--- src/rtl/shared_ram_arbiter.sv ---
// Round-robin arbiter with bounded lock, time-sharing one single-port RAM
// (one-cycle read latency) between a master and a slave requester.
module shared_ram_arbiter #(
  parameter int ADDR_W   = 6,
  parameter int DATA_W   = 8,
  parameter int MAX_LOCK = 4
) (
  input  logic              clock,
  input  logic              reset,
  input  logic              m_req,
  input  logic              m_we,
  input  logic              m_lock,
  input  logic [ADDR_W-1:0] m_addr,
  input  logic [DATA_W-1:0] m_wdata,
  output logic              m_gnt,
  output logic              m_rvalid,
  output logic [DATA_W-1:0] m_rdata,
  input  logic              s_req,
  input  logic              s_we,
  input  logic              s_lock,
  input  logic [ADDR_W-1:0] s_addr,
  input  logic [DATA_W-1:0] s_wdata,
  output logic              s_gnt,
  output logic              s_rvalid,
  output logic [DATA_W-1:0] s_rdata,
  output logic              ram_en,
  output logic              ram_we,
  output logic [ADDR_W-1:0] ram_addr,
  output logic [DATA_W-1:0] ram_wdata,
  input  logic [DATA_W-1:0] ram_rdata
);

  localparam int CW = (MAX_LOCK < 1) ? 1 : $clog2(MAX_LOCK + 1);
  localparam logic [CW-1:0] LOCK_LIM = CW'(MAX_LOCK);

  typedef enum logic [1:0] {IDLE, ISSUE, CAPTURE} state_t;

  state_t            r_state, w_next;
  logic              r_last;       // 0 = master, 1 = slave; also the current winner
  logic              r_win_lock;
  logic [CW-1:0]     r_lock_cnt;
  logic              r_ram_en, r_ram_we;
  logic [ADDR_W-1:0] r_ram_addr;
  logic [DATA_W-1:0] r_ram_wdata;
  logic              r_m_rvalid, r_s_rvalid;
  logic [DATA_W-1:0] r_m_rdata, r_s_rdata;

  logic          w_any, w_both, w_keep, w_sel, w_sel_lock, w_arb;
  logic [CW-1:0] w_cnt_nxt;

  // Arbitration: single requester, then bounded lock, then round-robin.
  always_comb begin
    w_any      = m_req | s_req;
    w_both     = m_req & s_req;
    w_keep     = w_both & r_win_lock & (r_lock_cnt < LOCK_LIM);
    w_sel      = 1'b0;
    if (!w_both)     w_sel = s_req;
    else if (w_keep) w_sel = r_last;
    else             w_sel = ~r_last;
    w_sel_lock = w_sel ? s_lock : m_lock;
    w_cnt_nxt  = r_lock_cnt;
    if ((w_sel != r_last) || !w_sel_lock) w_cnt_nxt = '0;
    else if (w_keep)                      w_cnt_nxt = r_lock_cnt + 1'b1;
    w_arb      = (r_state == IDLE) && w_any;
  end

  always_comb begin
    w_next = r_state;
    m_gnt  = 1'b0;
    s_gnt  = 1'b0;
    case (r_state)
      IDLE:    if (w_any) w_next = ISSUE;
      ISSUE: begin
        m_gnt  = ~r_last;
        s_gnt  = r_last;
        w_next = r_ram_we ? IDLE : CAPTURE;
      end
      CAPTURE: w_next = IDLE;
      default: w_next = IDLE;
    endcase
  end

  always_ff @(posedge clock or posedge reset) begin
    if (reset) begin
      r_state     <= IDLE;
      r_last      <= 1'b1;
      r_win_lock  <= 1'b0;
      r_lock_cnt  <= '0;
      r_ram_en    <= 1'b0;
      r_ram_we    <= 1'b0;
      r_ram_addr  <= '0;
      r_ram_wdata <= '0;
      r_m_rvalid  <= 1'b0;
      r_s_rvalid  <= 1'b0;
      r_m_rdata   <= '0;
      r_s_rdata   <= '0;
    end else begin
      r_state    <= w_next;
      r_ram_en   <= w_arb;
      r_m_rvalid <= (r_state == CAPTURE) && !r_last;
      r_s_rvalid <= (r_state == CAPTURE) && r_last;
      if (w_arb) begin
        r_last      <= w_sel;
        r_win_lock  <= w_sel_lock;
        r_lock_cnt  <= w_cnt_nxt;
        r_ram_we    <= w_sel ? s_we    : m_we;
        r_ram_addr  <= w_sel ? s_addr  : m_addr;
        r_ram_wdata <= w_sel ? s_wdata : m_wdata;
      end
      if (r_state == CAPTURE) begin
        if (r_last) r_s_rdata <= ram_rdata;
        else        r_m_rdata <= ram_rdata;
      end
    end
  end

  assign ram_en    = r_ram_en;
  assign ram_we    = r_ram_we;
  assign ram_addr  = r_ram_addr;
  assign ram_wdata = r_ram_wdata;
  assign m_rvalid  = r_m_rvalid;
  assign s_rvalid  = r_s_rvalid;
  assign m_rdata   = r_m_rdata;
  assign s_rdata   = r_s_rdata;

endmodule

--- config.mk ---
export PLATFORM = sky130hd
export DESIGN_NAME = shared_ram_arbiter
export DESIGN_NICKNAME = d
export VERILOG_FILES = /design/src/rtl/shared_ram_arbiter.sv
export SDC_FILE = /design/constraint.sdc
export NUM_CORES = 1
export LEC_CHECK = 0
export CELL_PAD_IN_SITES_DETAIL_PLACEMENT = 1
export CELL_PAD_IN_SITES_GLOBAL_PLACEMENT = 2
export CORE_MARGIN = 2
export CORE_UTILIZATION = 27
export DETAILED_ROUTE_END_ITERATION = 10
export GPL_TIMING_DRIVEN = 1
export PLACE_DENSITY_LB_ADDON = 0.3
export SYNTH_ARGS = -nofsm -noshare
export SYNTH_HDL_FRONTEND = slang
export SYNTH_SLANG_ARGS = --single-unit
--- constraint.sdc ---
create_clock -name clock -period 3.5 [get_ports clock]
set_input_delay 0.875 -clock clock [delete_from_list [all_inputs] [get_ports clock]]
set_output_delay 0.875 -clock clock [all_outputs]
set_load 0.01 [all_outputs]
Yosys cells after proc, flatten, opt, wreduce, memory -nomap -nowiden --
Cells that the tools add are included.
Storage, ports and cells: register bits after elaboration 41, latch bits 0, bits in writable memories 0, ROM bits 0, input port bits 44, word-level logic and storage cells 47, memories kept 0
Operators by class: add/sub/neg operators 1, multiply operators 0, divide/modulo/power cells 0, magnitude comparators 1, eq/ne operators 4, shift operators 0, mux-type cells 13, bitwise logic cells 5, reduce and logical (&&, ||, !) cells 11
Operators with widths (number):
- 8-bit two-way mux | 1
- 1-bit two-way mux | 6
- 3-bit two-way mux | 2
- 6-bit two-way mux | 1
- 2-bit AND reduction | 3
- 2-bit two-way mux | 2
- 2-bit case mux with 2 select lines | 1
- 3-bit by 1-bit adder with 3-bit output, second input constant | 1
- 1-bit bitwise AND | 3
- 1-bit logical AND | 3
- 3-bit less-than comparator, second input constant | 1
- 2-bit by 1-bit equality test with 1-bit output, second input constant | 1
- 2-bit equality test, second input constant | 1
- 1-bit zero test | 2
- 2-bit zero test | 1
- 2-bit inequality test, second input constant | 1
- 2-bit nonzero test | 1
- 1-bit logical OR | 1
- 1-bit inequality test | 1
- 1-bit NOT | 1
- 1-bit OR | 1

Longest topological paths before layout --
word-level depth 10, mapped depth 7

Least setup slack after synthesis --
No wires, ideal clock.
kind input port to flip-flop, from in m_req, to reg r_win_lock, library setup time 137 ps, arrival 1599 ps, setup slack 1764 ps, stages on the path 6, buffers on the path 2, cells stage by stage nand4bb_1 -> o211ai_2 -> buf_6 -> buf_12 -> mux2i_1 -> a21oi_1
Between the ends: cells in the longest elaborated chain, start to end 6, elaborated cells on any way between the ends 8
RTL lines:
- start, declared | RTL line 10 | input logic m_req,
- 1-bit bitwise AND | RTL line 54 | w_both = m_req & s_req;
- 1-bit bitwise AND (2 in a row) | RTL line 55 | w_keep = w_both & r_win_lock & (r_lock_cnt < LOCK_LIM);
- 1-bit two-way mux | RTL line 58 | else if (w_keep) w_sel = r_last;
- 1-bit two-way mux | RTL line 57 | if (!w_both) w_sel = s_req;
- 1-bit two-way mux | RTL line 60 | w_sel_lock = w_sel ? s_lock : m_lock;
- end signal, assigned | RTL line 104 | r_win_lock <= w_sel_lock;
- end, declared | RTL line 40 | logic r_win_lock;
Parallel ways exist; a longest one is shown, timed or not. A chain may end at the register's enable or synchronous reset.

Final worst setup path --
from in m_req, to reg r_ram_wdata[1], in the netlist ram_wdata[1]
Between the ends: cells in the longest elaborated chain, start to end 6, elaborated cells on any way between the ends 8
RTL lines:
- 1-bit bitwise AND | RTL line 54
- 1-bit bitwise AND (2 in a row) | RTL line 55
- 1-bit two-way mux | RTL line 58
- 1-bit two-way mux | RTL line 57
- 8-bit two-way mux | RTL line 108 | r_ram_wdata <= w_sel ? s_wdata : m_wdata;
- end signal, assigned | RTL line 108
- end, declared | RTL line 44 | logic [DATA_W-1:0] r_ram_wdata;
Parallel ways exist; a longest one is shown, timed or not.

==> impl_metrics.py <==
metrics = {
    "cells_and_area": {
        "drive_gt1_share_pct": 11.11,
        "n_fill_cell": 725,
        "final_area_sq_um": 2759,
        "fin_nets": 287,
        "register_area_sq_um": 1027,
        "final_cells": 320,
        "multi_input_area_sq_um": 706.9,
        "n_antenna_cell": 0,
        "area_growth_pct": 53.23,
    },
    "setup_path": {
        "start_kind": "input port",
        "cp_cell_sequence": "clkdlybuf4s50_1, nand2_1, o211ai_2, mux2i_1, a21oi_1",
        "cp.arrival_ps": 2850,
        "cpPeakStageDelay_ps": 910,
        "cp_slowest_cell": "o211ai_2",
        "r2r_slack_ps": 1390,
        "crit_fanout": 17,
        "path_class": "in2reg",
        "required_ps": 3680,
        "endpoint_kind": "flip-flop",
    },
    "yosys": {
        "ys_types": 25,
        "yosysSeqAreaShare_pct": 57.05,
        "postSynthAreaPerCell_sq_um": 11.32,
        "yosys.area_share.adder_pct": 0.6949,
        "ys_seq_elements": 41,
        "synth.mux.area_fraction_pct": 16.33,
        "syn-cell-area_sq_um": 1800,
        "synthXorXnorAreaFrac_pct": 0,
        "synth-simple-area-share_pct": 15.98,
        "synth_top_family_by_area": "multiplexers",
        "yosysWarnings": 0,
        "synth_cells": 159,
        "synth_top_cell_area_share_pct": 55.59,
        "synth_fp_nets": 204,
        "yosysTopAreaCell": "dfrtp_1",
        "synth_area_leaders": "dfrtp_1 (56%), mux2i_1 (9.5%), mux2_2 (6.9%), nand2_1 (5.4%), a21oi_1 (4.7%)",
        "synth_compound_area_share_pct": 5.907,
    },
    "clock_network": {
        "post-cts-setup-buffers": 0,
        "h-tree-depth": 2,
        "clk_path_buf_depth": 2,
        "cts_tree": "done",
        "clock_latency_ps": 290,
        "clock_sinks": 41,
        "clkSlewWorstSetupHoldPaths_ps": 80,
        "clockRootBuffer": "clkbuf_8",
        "cts-resized-gates": 0,
        "hold_buffers": 0,
        "cts_inserted_buffers": 5,
    },
    "pwr": {
        "switchingPower_w": 0.0007679,
        "clock_power_share_pct": 14.6,
        "ir_worst_vdd_mv": 0.2877,
        "seqPwrFrac_pct": 38.0,
        "internal_power_w": 0.001458,
        "power.leakage_nw": 1.217,
        "p_per_area_nw_per_um2": 806.8,
        "power.share.combinational_pct": 47.4,
        "power.share.switching_pct": 34.50,
    },
    "global_route": {
        "grt_pass1_vias": 1477,
        "antenna_found_initial": 0,
        "grt_pass1_wl_mm": 7.314,
        "grt_overflow": 0,
        "gr-usage-all-layers_pct": 12.66,
        "grt_max_degree": 42,
    },
    "placement": {
        "place_congestion": 0.7040,
        "dpl.hpwl_mm": 3.406,
        "placedInstanceArea_sq_um": 2663,
        "placed_cells_incl_taps": 312,
        "io_buffers": 79,
    },
    "floorplan": {
        "ios": 80,
        "fp.dieH_um": 85.66,
        "die_x_um": 85.66,
        "die_area_sq_um": 7338,
        "initial_utilization_pct": 28.19,
        "num_rows": 29,
        "core-area_sq_um": 6386,
    },
    "detailed_routing": {
        "wl_per_cell_um": 14.20,
        "postRouteAntennaNets": 0,
        "drt-vias-per-instance": 4.503,
        "via_count": 1441,
        "drc": 0,
        "wirelength_mm": 4.544,
        "dr.pass1.iters": 4,
        "drt_iter0_markers": 50,
    },
    "timing": {
        "hold_viol": 0,
        "slew_headroom_pct": 20.71,
        "tightest_slew_ps": 1186,
        "slew_viol_final": 0,
        "period_minus_slack_ps": 2672,
        "min_period_over_period_pct": 76.34,
        "clock.fmax_mhz": 374.3,
        "grt_setup_unrepaired": "no",
        "finalSetupViolCount": 0,
        "clock_skew_ps": 11.20,
        "setup_tns_ps": 0,
    },
    "hold_path": {
        "hold_class": "reg2reg",
    },
    "job": {
        "maxCapViolCount": 0,
    },
    "run_status": {
        "status": "complete, no violations",
    },
}
path summary, 6_finish.rpt:
path                                end    from  cells past startpoint
max                        ram_wdata[1]   m_req                      5
min                          r_state[1]  ram_we                      1
max reg2reg                ram_wdata[1]  r_last                      4
min reg2reg                  r_state[1]  ram_we                      1
max in group asynchronous        r_last   reset                      3
min in group asynchronous    m_rdata[1]   reset                      3
cells in the mapped netlist (all sizes together):
cell     instances
clkinv           1
clkbuf           1
ha               1
nand4bb          1
a21oi           17
nor3b            3
nor4             1
nor2            20
buf              6
and4             1
a41oi            1
mux2i           17
nand2           26
o211ai           1
nand3b           1
nand2b           2
nor2b            1
inv              2
mux2            11
dfrtp           40
nor3             4
dfstp            1
registers in the layout, indices dropped and copies added (netlist names):
signal and count:
ram_en 1, r_state 2, m_rdata 8, ram_wdata 8, m_rvalid 1, ram_addr 6, s_rvalid 1, s_rdata 8
r_win_lock 1, ram_we 1, r_last 1, r_lock_cnt 3
stage by stage:
stage	setup slack (ps)	utilization (%)	hold WS (ps)	power, W
after floorplan	1681	-	484.9	0.001363
after global placement	503.8	41.69	444.7	0.001904
after detailed placement	451.6	41.69	454.2	0.001929
after CTS	753.9	43.20	482.8	0.002271
after global routing	650.0	43.20	502.4	0.002389
final	828.0	43.20	468.5	0.002226
cell usage in the layout (no fill, tap or decap):
cell / count
clkbuf_8: 6
nor3_4: 1
nor3_1: 3
nand3b_1: 1
dfstp_2: 1
nand2_1: 26
nand4bb_1: 1
mux2_2: 11
and4_1: 1
nor2_1: 20
buf_4: 4
inv_1: 2
clkinv_4: 1
clkdlybuf4s50_1: 79
nor3b_1: 3
nor4_4: 1
nand2b_1: 2
clkinv_1: 1
ha_1: 1
mux2i_1: 17
nor2b_1: 1
o211ai_2: 1
a21oi_1: 17
dfrtp_1: 40
clkinv_2: 1
a41oi_1: 1
per-layer routing:
layer / wire length [um] / up-vias / global-route usage, % / share of wire [%]
met1: 1979 / 696 / 16.59 / 44
met2: 2195 / 39 / 19.46 / 48
met3: 314 / 6 / 4.812 / 6.9
li1: - / 700 / - / -
met4: 55 / 0 / 3.896 / 1.2
met5: 0 / - / 0 / 0
worst max-delay path: cells and delay by family:
| kind | cells | cell delay, ps |
|---|---|---|
| AOI/OAI and AO/OA | 2 | 1000 |
| muxes | 1 | 300 |
| buffers and inverters | 1 | 560 |
| and+or+nand+nor | 1 | 90 |
layout make-up:
class                           instances  share of cell area (%)
Clock inverter                          2                  0.4989
Sequential cell                        41                   37.23
Inverter                                3                  0.4082
Tap cell                               77                   3.492
Clock buffer                            6                   2.993
Timing Repair Buffer                   83                   29.75
Multi-Input combinational cell        108                   25.62
cell families (layout without fill, tap and decap cells):
family	Yosys count	in the layout
adders and majority gates	1	1
DFF	41	41
buffers and inverters	10	94
AOI/OAI and AO/OA	19	19
and+or+nand+nor	60	60
muxes	28	28
power groups by stage:
stage          Sequential, W  Clock (W)  Combinational, W
5_1_grt             0.000877   0.000361           0.00115
3_5_place_dp        0.000852          0           0.00108
3_3_place_gp        0.000849          0           0.00106
6_report            0.000845   0.000326           0.00105
4_1_cts             0.000849   0.000341           0.00108
2_1_floorplan       0.000916          0          0.000447
Note: power is estimated with default switching activity, not from simulation.
